$ cat src/rtl/rs_issue_select.sv
// rtl/rs_issue_select.sv - multi-way RS issue selector with NP throttling and registered issue ports
module rs_issue_select #(
    parameter int                  RS_SIZE  = 16,
    parameter int                  ISSUE_W  = 2,
    parameter int                  FU_TYPES = 4,
    parameter int                  FU_TW    = 2,
    parameter int                  RR_MODE  = 0,
    parameter logic [FU_TYPES-1:0] NP_MASK  = 4'b1000,
    parameter int                  BUSY_CYC = 4
) (
    input  logic                                clock,
    input  logic                                reset_n,
    input  logic [RS_SIZE-1:0]                  req,
    input  logic [RS_SIZE*FU_TW-1:0]            func_in,
    input  logic                                stall,
    output logic [RS_SIZE-1:0]                  gnt,
    output logic [ISSUE_W-1:0]                  issue_valid,
    output logic [ISSUE_W*$clog2(RS_SIZE)-1:0]  issue_idx,
    output logic [ISSUE_W*FU_TW-1:0]            issue_func
);
    localparam int IW = $clog2(RS_SIZE);
    localparam int BW = $clog2(BUSY_CYC + 1);

    logic [IW-1:0]          ptr;
    logic [IW-1:0]          next_ptr;
    logic [BW-1:0]          busy [FU_TYPES];
    logic [RS_SIZE-1:0]     elig;
    logic [RS_SIZE-1:0]     taken;
    logic [FU_TYPES-1:0]    np_used;
    logic [ISSUE_W-1:0]     sel_valid;
    logic [ISSUE_W*IW-1:0]  sel_idx;
    logic [ISSUE_W*FU_TW-1:0] sel_func;

    // A slot is eligible when ready and its FU type is not a busy non-pipelined unit
    always_comb begin
        for (int i = 0; i < RS_SIZE; i++) begin
            elig[i] = req[i] & ~(NP_MASK[func_in[i*FU_TW +: FU_TW]]
                                 & (busy[func_in[i*FU_TW +: FU_TW]] != '0));
        end
    end

    // Fill issue ports in order, each taking the first untaken eligible slot from ptr
    always_comb begin : sel_p
        logic                 found;
        logic [IW-1:0]        slot;
        logic [FU_TW-1:0]     f;
        taken     = '0;
        np_used   = '0;
        sel_valid = '0;
        sel_idx   = '0;
        sel_func  = '0;
        found     = 1'b0;
        slot      = '0;
        f         = '0;
        for (int k = 0; k < ISSUE_W; k++) begin
            found = 1'b0;
            for (int j = 0; j < RS_SIZE; j++) begin
                slot = ptr + IW'(j);
                f    = func_in[slot*FU_TW +: FU_TW];
                if (!found && elig[slot] && !taken[slot] && !(NP_MASK[f] && np_used[f])) begin
                    found                     = 1'b1;
                    taken[slot]               = 1'b1;
                    sel_valid[k]              = 1'b1;
                    sel_idx[k*IW +: IW]       = slot;
                    sel_func[k*FU_TW +: FU_TW] = f;
                    if (NP_MASK[f]) begin
                        np_used[f] = 1'b1;
                    end
                end
            end
        end
    end

    // Round-robin start moves just past the slot taken by the highest valid port
    always_comb begin
        next_ptr = ptr;
        for (int k = 0; k < ISSUE_W; k++) begin
            if (sel_valid[k]) begin
                next_ptr = sel_idx[k*IW +: IW] + IW'(1);
            end
        end
    end

    assign gnt = (stall || !reset_n) ? '0 : taken;

    // Issue-stage registers and scan pointer, frozen while stalled
    always_ff @(posedge clock or negedge reset_n) begin
        if (!reset_n) begin
            issue_valid <= '0;
            issue_idx   <= '0;
            issue_func  <= '0;
            ptr         <= '0;
        end else if (!stall) begin
            issue_valid <= sel_valid;
            issue_idx   <= sel_idx;
            issue_func  <= sel_func;
            if (RR_MODE != 0 && |sel_valid) begin
                ptr <= next_ptr;
            end
        end
    end

    // Non-pipelined busy counters: reload on an accepted grant, otherwise count down
    always_ff @(posedge clock or negedge reset_n) begin
        if (!reset_n) begin
            for (int t = 0; t < FU_TYPES; t++) begin
                busy[t] <= '0;
            end
        end else begin
            for (int t = 0; t < FU_TYPES; t++) begin
                if (NP_MASK[t] && !stall && np_used[t]) begin
                    busy[t] <= BW'(BUSY_CYC - 1);
                end else if (busy[t] != '0) begin
                    busy[t] <= busy[t] - 1'b1;
                end
            end
        end
    end
endmodule

$ cat config.mk
export PLATFORM = sky130hd
export DESIGN_NAME = rs_issue_select
export DESIGN_NICKNAME = d
export VERILOG_FILES = /design/src/rtl/rs_issue_select.sv
export SDC_FILE = /design/constraint.sdc
export NUM_CORES = 1
export LEC_CHECK = 0
export CAP_MARGIN = 20
export CORE_UTILIZATION = 40
export CTS_BUF_LIST = sky130_fd_sc_hd__clkbuf_8
export CTS_CLUSTER_DIAMETER = 80
export DETAILED_ROUTE_END_ITERATION = 8
export GPL_TIMING_DRIVEN = 0
export HOLD_SLACK_MARGIN = 0.1
export PLACE_DENSITY = 0.75
export RECOVER_POWER = 100
export SYNTH_ARGS = -nofsm -noshare
export SYNTH_HDL_FRONTEND = slang
export SYNTH_SLANG_ARGS = --single-unit
$ cat constraint.sdc
create_clock -name clock -period 3.73 [get_ports clock]
set_input_delay 0.9325 -clock clock [delete_from_list [all_inputs] [get_ports clock]]
set_output_delay 0.9325 -clock clock [all_outputs]
set_load 0.05 [all_outputs]
==> run summary <==
Crit path top cell by count: buf_6
Top-area cell type share of the netlist area: 18.47%
FF-to-FF setup slack: -0.08 ns
Unrepaired setup endpoints after global routing: true
Failing checks: negative setup slack
Worst Setup Path Type: reg -> out
Worst-Margin Slew: 0.9670 ns
DR WL/cell: 21.19 µm
Syn. warnings: 4
Worst path slowest cell: or4_4
Initial antenna violation count: 0
Clock Tree Buf Depth: 2
Slowest stage delay, CP: 0.62 ns
Hold Crit Start: issue_func[1]
R2r endpoint: issue_func[3]
DP Wirelength: 7155 µm
Gr usage total: 35.21%
Vias: 3566
Layout area overhead: 99.95%
Non-Filler Instances: 549
WP buf/inv: 5
Critical path launch point type: flip-flop
WP data arrival: 3.47 ns
Hold Path End: issue_func[1]
HP Class: reg -> reg
Required @ worst endpoint: 2.80 ns
Post-synth EDFFs: 0
CTS Buf Count: 3
CTS clk-pin slew, worst paths: 0.07 ns
Hold Buf Count CTS: 0
Number of nets in the layout: 531
Final Wtd Congestion: 0.9530
Row Count: 27
Post-synthesis cell type count: 75
Final worst slack: -0.6747 ns
Residual DRC: 0
Top_reg_cell synth: dfrtp_1
#FFs+latches synth: 17
Design area: 4606 µm²
Placed cell area: 3361 µm²
Outcome: finished with violations
Chip Width: 77.89 µm
Gr ovfl total: 0
Worst Hold Path Cells: 2
Final hold vios: 0
Setup Skew: 0.001448 ns
Share of cells above drive strength 1: 49.27%
I/O pin total: 81
Setup TNS: -4.965 ns
Ys async rst share: 100.0%
CP Max Fanout: 5
Most frequent cell after synthesis: nand2_1
Relative slew slack: 35.53%
Diode count: 0
Largest net degree at the start of global routing: 19
Worst reg2reg path startpoint: busy[1]
First-pass GRT wire length: 16440 µm
Worst skew pair latency: 0.26 ns
Die ar.: 6066 µm²
Vias per inst: 6.495
Cell total after placement: 466
Clock tree from TritonCTS: yes
H-Tree Depth: 1
WL final: 11630 µm
Hold_ws: 0.4850 ns
Layout fillers: 348
CTS root buffer: clkbuf_8
Max_cap viols: 0
Synth area leader: dfrtp_1
PwrDens: 337.0 nW/µm²
F_max: 227.0 MHz
Top post-synthesis cells by count: nand2_1, nor2_1, inv_1
Tmin final: 4.405 ns
Synth Instances: 314
Effective utilization at floorplan: 41.58%
ANT nets after route: 0
Static Leak: 1.875 nW
Vias in the first global route: 3269
Clk sinks: 17
1st-iter DRT viols: 417
Total core area: 5540 µm²
Reg2reg path depth: 16
DRT Pass-1 Iters: 5
Delay-heaviest family, CP: compound AO/OA/AOI/OAI gates
Final max-slew violation count: 0
Final cycle utilization of the critical path: 118.1%
Register area share after synthesis: 18.47%
Die height: 77.89 µm
CP endpoint kind: primary output
Final setup violation count: 15
Maximum vdd drop: 0.0005814 V
Synth Net Count: 367
Util after Layout: 83.13%
Mapped cell area: 2303 µm²
Synth area leaders: dfrtp_1, nand2_1, nor2_1, inv_1, o21ai_0
Critical path cell sequence: buf_6 > o311a_4 > o22a_1 > buf_6 > nand4_1 > buf_4 > o221ai_4 > or4_4 > nor2_4 > nor2_4 > buf_6 > a41oi_4 > a21oi_4 > buf_6
Synth Area per Inst: 7.336 µm²
Port Buffers: 80
[sequential cells by signal (all words and copies together) (netlist names)]
| signal | flops |
|---|---|
| issue_idx | 8 |
| issue_func | 4 |
| busy | 3 |
| issue_valid | 2 |
[power by group]
part           switching [W]  total (W)  leakage [nW]  internal [W]
combinational       0.000666    0.00115          1.65      0.000488
clock              0.0000664   0.000140        0.0269     0.0000732
sequential         0.0000301   0.000258         0.196      0.000228
total               0.000763    0.00155          1.88      0.000789
[placed cells by master (no fill, tap or decap), types with 4 or more instances in the layout]
cell	Yosys	routed
nand3_1	10	5
buf_6	1	27
nor2_2	1	5
nor2_4	0	6
nor2_1	36	26
buf_2	3	10
nor2b_1	9	7
nor3_4	0	4
clkdlybuf4s50_1	0	6
nor3_1	14	11
nand4_1	5	5
dlygate4sd2_1	0	20
nor4_4	0	4
o21ai_2	0	6
buf_4	2	68
a32oi_1	6	6
clkdlybuf4s15_1	0	6
a21oi_1	13	7
dlygate4sd3_1	0	14
inv_1	26	20
o311a_4	0	6
inv_2	0	5
nand2_1	37	29
and2_4	0	4
clkdlybuf4s15_2	0	6
nand2_2	0	5
o21ai_0	17	10
a31oi_1	4	4
a21oi_4	1	7
dfrtp_1	17	15
[worst max-delay path by stage]
stage,start,to,cells after the start
2_1_floorplan,func_in[2],gnt[15],10
3_3_place_gp,func_in[14],gnt[15],12
3_5_place_dp,func_in[14],gnt[15],12
4_1_cts,busy[2],gnt[15],14
5_1_grt,req[4],gnt[15],12
6_report,busy[1],gnt[11],14
[kinds of logic (layout without fill, tap and decap cells)]
| logic type | after synthesis | after routing | synth area share, % |
|---|---|---|---|
| AO/OA/AOI/OAI | 107 | 107 | 38.02 |
| multiplexers | 1 | 1 | 0.4888 |
| AND/OR/NAND/NOR | 150 | 150 | 34.87 |
| XOR/XNOR | 1 | 1 | 0.3803 |
| adder cells (fa/ha/maj) | 2 | 2 | 1.086 |
| buffers and inverters | 36 | 199 | 6.680 |
| flip-flops | 17 | 17 | 18.47 |
[cell type report]
type                            count  area, µm²  area share (%)
Buffer                             10      86.33           1.874
Clock buffer                        3      41.29          0.8965
Clock inverter                      1      3.754         0.08150
Inverter                           26      102.6           2.228
Multi-Input combinational cell    261       2441           53.00
Sequential cell                    17      427.9           9.291
Tap cell                           72      90.09           1.956
Timing Repair Buffer              159       1413           30.67
[metrics by stage]
stage,total power (W),worst slack [ns]
detailed placement,0.001010,-1.995
CTS,0.001407,-0.5537
floorplan,0.0007609,-0.4112
global route,0.001618,-0.7285
global placement,0.001003,-2.074
finish,0.001552,-0.6747
[worst register-to-register path, stage by stage (launching register included)]
cell	delay [ns]
dfrtp_1	0.43
buf_6	0.14
o311a_4	0.38
o22a_1	0.23
buf_6	0.15
nand4_1	0.12
buf_4	0.15
o221ai_4	0.12
or4_4	0.62
nor2_4	0.20
buf_6	0.13
nor4_4	0.05
buf_4	0.14
buf_4	0.13
a211oi_1	0.31
a31o_1	0.25
a222oi_1	0.11
[per-layer routing]
layer	global-route usage, %	vias to the layer above	wire [µm]
li1	-	1544	-
met1	42.34	1664	4244
met2	62.30	285	5487
met3	6.000	73	1174
met4	13.02	0	726
met5	0	-	0
[timing repair]
action                     CTS  global route
resized for setup          300            35
pin swaps                   52            40
setup endpoints to repair   27            16
buffers inserted            54            26
Power figures use the tool's default switching activity.
